--- config.mk ---
export PLATFORM = sky130hd
export DESIGN_NAME = bcd_serial_addsub
export DESIGN_NICKNAME = d
export VERILOG_FILES = /design/src/rtl/bcd_serial_addsub.sv
export SDC_FILE = /design/constraint.sdc
export NUM_CORES = 1
export LEC_CHECK = 0
export BUFFER_PORTS_ARGS = -buffer_cell sky130_fd_sc_hd__buf_2
export CAP_MARGIN = 30
export CORE_ASPECT_RATIO = 0.75
export CORE_MARGIN = 4
export CORE_UTILIZATION = 50
export CTS_CLUSTER_DIAMETER = 150
export DETAILED_ROUTE_END_ITERATION = 10
export PLACE_DENSITY_LB_ADDON = 0.12
export REMOVE_ABC_BUFFERS = 1
export SLEW_MARGIN = 40
export SYNTH_ARGS = -nofsm -noshare
export SYNTH_HDL_FRONTEND = slang
export SYNTH_SLANG_ARGS = --single-unit
--- constraint.sdc ---
create_clock -name clk -period 4.3 [get_ports clk]
set_clock_uncertainty 0.2 [all_clocks]
set_input_delay 0.43 -clock clk [delete_from_list [all_inputs] [get_ports clk]]
set_output_delay 0.43 -clock clk [all_outputs]
set_load 0.03 [all_outputs]
--- src/rtl/bcd_serial_addsub.sv ---
// Digit-serial BCD adder/subtractor: one decimal digit per clock, LSD first,
// with a start/busy/done handshake and a sticky invalid-digit flag.
module bcd_serial_addsub #(
    parameter int unsigned N_DIGITS = 4
) (
    input  logic                  clk,
    input  logic                  rst_n,
    input  logic                  start_i,
    input  logic                  sub_i,
    input  logic [4*N_DIGITS-1:0] a_i,
    input  logic [4*N_DIGITS-1:0] b_i,
    output logic                  busy_o,
    output logic                  done_o,
    output logic [4*N_DIGITS-1:0] sum_o,
    output logic                  cout_o,
    output logic                  err_o
);

    localparam int unsigned W    = 4 * N_DIGITS;
    localparam int unsigned IdxW = (N_DIGITS > 1) ? $clog2(N_DIGITS) : 1;
    localparam logic [IdxW-1:0] LastIdx = IdxW'(N_DIGITS - 1);

    typedef enum logic [1:0] {StIdle, StRun, StDone} state_e;

    state_e          state_q;
    logic [W-1:0]    a_q, b_q, shadow_q, sum_q;
    logic            sub_q, carry_q, err_acc_q;
    logic [IdxW-1:0] idx_q;
    logic            busy_q, done_q, cout_q, err_q;

    logic [3:0]      a_dig, b_dig, b_cmp, digit;
    logic [4:0]      dsum;
    logic            carry_d, err_d;
    logic [W-1:0]    shadow_d;

    // Digit step; subtraction uses nine's complement of b plus initial carry of 1.
    always_comb begin
        a_dig    = a_q[{idx_q, 2'b00} +: 4];
        b_dig    = b_q[{idx_q, 2'b00} +: 4];
        b_cmp    = sub_q ? (4'd9 - b_dig) : b_dig;
        dsum     = {1'b0, a_dig} + {1'b0, b_cmp} + {4'd0, carry_q};
        digit    = dsum[3:0];
        carry_d  = 1'b0;
        if (dsum > 5'd9) begin
            digit   = dsum[3:0] + 4'd6;
            carry_d = 1'b1;
        end
        err_d    = err_acc_q | (a_dig > 4'd9) | (b_dig > 4'd9);
        shadow_d = shadow_q;
        shadow_d[{idx_q, 2'b00} +: 4] = digit;
    end

    always_ff @(posedge clk or negedge rst_n) begin
        if (!rst_n) begin
            state_q   <= StIdle;
            a_q       <= '0;
            b_q       <= '0;
            shadow_q  <= '0;
            sum_q     <= '0;
            sub_q     <= 1'b0;
            carry_q   <= 1'b0;
            err_acc_q <= 1'b0;
            idx_q     <= '0;
            busy_q    <= 1'b0;
            done_q    <= 1'b0;
            cout_q    <= 1'b0;
            err_q     <= 1'b0;
        end else begin
            case (state_q)
                StIdle: begin
                    if (start_i) begin
                        a_q       <= a_i;
                        b_q       <= b_i;
                        sub_q     <= sub_i;
                        carry_q   <= sub_i;
                        idx_q     <= '0;
                        err_acc_q <= 1'b0;
                        busy_q    <= 1'b1;
                        state_q   <= StRun;
                    end
                end
                StRun: begin
                    shadow_q  <= shadow_d;
                    carry_q   <= carry_d;
                    err_acc_q <= err_d;
                    if (idx_q == LastIdx) begin
                        // Publish the whole result at once so sum_o never shows a partial value.
                        idx_q   <= '0;
                        sum_q   <= shadow_d;
                        cout_q  <= carry_d;
                        err_q   <= err_d;
                        done_q  <= 1'b1;
                        state_q <= StDone;
                    end else begin
                        idx_q <= idx_q + 1'b1;
                    end
                end
                StDone: begin
                    done_q  <= 1'b0;
                    busy_q  <= 1'b0;
                    state_q <= StIdle;
                end
                default: state_q <= StIdle;
            endcase
        end
    end

    assign busy_o = busy_q;
    assign done_o = done_q;
    assign sum_o  = sum_q;
    assign cout_o = cout_q;
    assign err_o  = err_q;

endmodule

==> impl_metrics.ini, run 1 <==
[setup_path]
worstPathArrival_ns = 3.92
path_class = flip-flop to flip-flop
required_ns = 4.35
crit_fanout = 8
crit_path_end_kind = flip-flop
start_kind = flip-flop

[synth]
synth_async_sr_flop_share = 1.00
synthAdderAreaFrac = 0.0505
ys.flop_type = dfrtp_1
synth_top_family_by_area = multiplexers
ys_warn_count = 0
ys_ff_latch = 75
yosys.area_share.xor_xnor = 0.0121
synth_area_um2 = 3520
syn_inst = 297
synth_cell_types = 36
synth_area_per_cell_um2 = 11.8
synth-simple-area-share = 0.0914
synth_mux_area_frac = 0.161
synth_edf_count = 0
synth-seq-area-share = 0.534
synth_compound_area_frac = 0.119

[cts]
cts-root-buf = clkbuf_8
cts_tree = done
cts-buffers-inserted = 9
cts_resized = 0
clock_latency_ns = 0.34
clkTransAtPathRegs_ns = 0.08
cts.sinks = 75
cts_buffer_depth = 2
post-cts-setup-buffer-count = 0
h-tree-depth = 3
ctsHoldBuffers = 0

[routing]
wl_per_cell_um = 16.4
via_per_inst = 5.50
drt_iter0_drc = 136
num_vias = 2463
drtPass1Iterations = 4
final_antenna_net_count = 0
drcViolationCount = 0
routed_wirelength_mm = 7.34

[global_route]
grt_usage = 0.197
first_global_vias = 2651
grt_max_degree = 76
grt_pass1_wl_mm = 12.9
grt_overflow = 0
antenna_found_initial = 0

[layout]
insertedDiodeCount = 0
design_area_um2 = 4150
area_growth_pct = 18.0
drive_gt1_frac = 0.343
nets = 408
fillers = 609

[die]
die_h_um = 80.6
core_area_um2 = 6830
die-area_um2 = 8450
start_util = 0.515
io_pins = 56
fp.dieW_um = 105
fp-row-count = 26

[timing]
finalSetupViolCount = 0
setup_tns_ns = 0
fmax_mhz = 258
grt_setup_unrepaired = false
drv_slew = 0
hold_viol_final = 20
holdWs_ns = -0.0191
fin_crit_sh = 0.900
tightest_slew_ns = 0.697
period_minus_slack_ns = 3.87
max_slew_margin = 0.531

[run_status]
status = finished, violations left
violations = hold timing

[placed_design]
place_hpwl_mm = 5.22
numPortBuffers = 55
postPlaceCellArea_um2 = 3910
gp_congestion = 0.820

[min_path]
hold_class = input pin to async pin

[run]
cap_viol_max_count = 0
critical path: stages (launching register included):
cell and delay, ns:
dfrtp_1 0.63, mux4_2 0.58, xnor2_1 0.18, fa_1 0.21, inv_1 0.05, fa_1 0.40, xnor2_1 0.18, ha_1 0.24
a22oi_1 0.33, a31oi_4 0.18, mux2_4 0.39, o21ai_0 0.19
cell usage in the layout, fill, tap and decap left out, types with 2 or more instances in the layout:
cell,count
bufinv_16,2
nor2_1,12
xnor2_1,3
fa_1,2
buf_4,7
buf_2,55
ha_1,11
a22oi_1,2
mux4_2,8
a221oi_1,4
o31ai_1,2
and3_1,12
o21ai_0,23
clkbuf_8,12
inv_1,15
nor4b_1,2
a21oi_1,16
a22o_1,4
a21o_1,3
o21bai_1,2
dfrtp_1,75
mux2_2,33
o21ai_1,9
nand2_1,34
cells by family after synthesis:
family | count (synthesis)
multiplexers | 42
XOR/XNOR | 4
flip-flops | 75
AND/OR/NAND/NOR | 67
adder cells (fa/ha/maj) | 13
buffers and inverters | 27
AO/OA/AOI/OAI | 69
stage by stage:
step / setup slack [ns] / std cells / util
final: 0.429 / 448 / 0.608
after global routing: 0.169 / 448 / 0.608
after CTS: 0.384 / 448 / 0.608
after detailed placement: 0.403 / 432 / 0.573
after global placement: 0.589 / 432 / 0.572
after floorplan: 0.394 / 285 / -
sequential cells by signal (all words and copies together) (netlist names), 2 cells and up:
register and count:
a_q 16, b_q 16, shadow_q 16, sum_o 16, idx_q 2, state_q 2
path summary, 6_finish.rpt:
path	cells after the start	slack [ns]	end	startpoint
worst max-delay path	11	0.43	shadow_q[14]	idx_q[0]
worst min-delay path	2	-0.02	b_q[2]	rst_n
worst max register to register	11	0.43	shadow_q[14]	idx_q[0]
worst min register to register	2	0.28	shadow_q[2]	shadow_q[2]
max in group asynchronous	2	3.42	a_q[15]	rst_n
min in group clk	2	0.11	a_q[2]	a_i[2]
Yosys cell counts, types with 4 or more instances:
master	number	area, um^2
a21oi_1	16	80.1
clkbuf_1	7	26.3
and3_1	12	75.1
ha_1	11	138
a22o_1	4	35.0
nand2_1	34	128
mux2_2	33	372
o21ai_1	9	45.0
dfrtp_1	75	1880
inv_1	15	56.3
mux4_2	8	180
nor2_1	12	45.0
o21ai_0	23	115
a221oi_1	4	35.0
metal layers:
| layer | GRT usage | share of wire |
|---|---|---|
| met1 | 0.287 | 0.52 |
| met2 | 0.285 | 0.43 |
| met3 | 0.0594 | 0.040 |
| met4 | 0.0577 | 0.011 |
| met5 | 0 | 0 |
area by class of cell:
cell class	instances	area, um^2	share of cell area
clock buffer	13	169	0.0407
clock inverter	3	68.8	0.0166
inverter	15	56.3	0.0136
multi-input combinational	195	1540	0.370
sequential	75	1880	0.452
tap	84	105	0.0253
timing repair buffer	63	339	0.0817
Power of run 1 is left out: the tool's default activity adds up to more than one toggle a clock period on the data nets, which glitch-free logic cannot reach.
==> run 2, diff against run 1 <==
MAX_ROUTING_LAYER = met4   (was not set)
==> run 2 against run 1 <==
Compared with the run above: the flow still finishes with violations (hold timing); register-to-register slack is essentially flat; final cell count unchanged; non-clock buffer count is the same; critical path depth did not move; sequential share of layout area unchanged; maximum frequency about the same; worst hold slack worse by 0.0026 ns; routed wire length about the same; critical path type unchanged.
==> impl_metrics.ini, run 2 (synthesis results as in run 1) <==
[timing]
fmax_mhz = 258
finalSetupViolCount = 0
grt_setup_unrepaired = false
drv_slew = 0
fin_crit_sh = 0.900
setup_tns_ns = 0
max_slew_margin = 0.533
hold_viol_final = 22
holdWs_ns = -0.0218
period_minus_slack_ns = 3.87
tightest_slew_ns = 0.694

[setup_path]
crit_end = shadow_q[14]
worstSetupStartpoint = idx_q[0]
required_ns = 4.36
crit_path_end_kind = flip-flop
path_depth = 11
ff2ff_path_depth = 11
worstPathCellList = mux4_2, xnor2_1, fa_1, inv_1, fa_1, xnor2_1, ha_1, a22oi_1, a31oi_4, mux2_4, o21ai_0
crit-reg2reg-launch = idx_q[0]
rr_endpoint = shadow_q[14]
worstPathArrival_ns = 3.92
slowest_stage = dfrtp_1
critPathMaxStageDelay_ns = 0.63
crit_fanout = 8
crit_buf_inv = 1
crit_family = multiplexers
path_class = flip-flop to flip-flop
r2r_slack_ns = 0.43
start_kind = flip-flop

[layout]
fillers = 609
multi_input_area_um2 = 1540
insertedDiodeCount = 0
layout_commonest_cell = dfrtp_1
instances_no_fill = 448
area_growth_pct = 18.0
utilization = 0.608
final_cell_mix = 75 x dfrtp_1, 55 x buf_2, 34 x nand2_1
drive_gt1_frac = 0.343
nets = 408
seqCellArea_um2 = 1880

[die]
start_util = 0.515
core_area_um2 = 6830
die-area_um2 = 8450
fp.dieW_um = 105
die_h_um = 80.6
io_pins = 56
fp-row-count = 26

[cts]
clock_latency_ns = 0.35
cts_tree = done
post-cts-setup-buffer-count = 0
cts-buffers-inserted = 9
cts.sinks = 75
cts_resized = 0
h-tree-depth = 3
cts_buffer_depth = 2
clkTransAtPathRegs_ns = 0.08
cts-root-buf = clkbuf_8
ctsHoldBuffers = 0

[global_route]
grt_usage = 0.203
grt_overflow = 0
antenna_found_initial = 0
first_global_vias = 2641
grt_pass1_wl_mm = 13.0
grt_max_degree = 76

[placed_design]
place_hpwl_mm = 5.22
gp_congestion = 0.832
numPortBuffers = 55
placedCellCount = 432

[routing]
wl_per_cell_um = 16.4
drcViolationCount = 0
via_per_inst = 5.49
num_vias = 2461
final_antenna_net_count = 0
drt_iter0_drc = 142
routed_wirelength_mm = 7.33
drtPass1Iterations = 4

[run_status]
status = finished, violations left
violations = hold timing

[min_path]
hold_class = input pin to async pin

[run]
cap_viol_max_count = 0
run 2: cell counts in the layout (fill, tap and decap cells not counted):
Identical to the previous run, type by type.
run 2: metrics by stage:
step | instance area, um^2 | setup WS, ns | hold slack [ns]
global placement | 3910 | 0.589 | 0.256
floorplan | 3460 | 0.394 | -0.0656
CTS | 4150 | 0.384 | 0.0219
detailed placement | 3910 | 0.403 | 0.265
finish | 4150 | 0.431 | -0.0218
global route | 4150 | 0.169 | 0.0297
run 2: worst min path at each step:
stage / startpoint / endpoint / slack, ns / cells after the start
after global routing: rst_n / b_q[2] / 0.03 / 2
final: rst_n / b_q[2] / -0.02 / 2
after detailed placement: shadow_q[7] / shadow_q[7] / 0.26 / 2
after floorplan: rst_n / a_q[0] / -0.07 / 0
after global placement: shadow_q[10] / shadow_q[10] / 0.26 / 2
after CTS: rst_n / b_q[3] / 0.02 / 2
run 2: cell type report:
type | count | share of cell area
Clock inverter | 3 | 0.0166
Timing Repair Buffer | 63 | 0.0817
Clock buffer | 13 | 0.0407
Tap cell | 84 | 0.0253
Inverter | 15 | 0.0136
Sequential cell | 75 | 0.452
Multi-Input combinational cell | 195 | 0.370
run 2: layer usage:
layer	wire [um]	track usage	vias up
met5	0	-	-
met4	123	0.0655	0
met3	283	0.0522	16
met2	3140	0.284	48
met1	3780	0.290	1214
li1	-	-	1183
Power of run 2 is left out for the same reason.
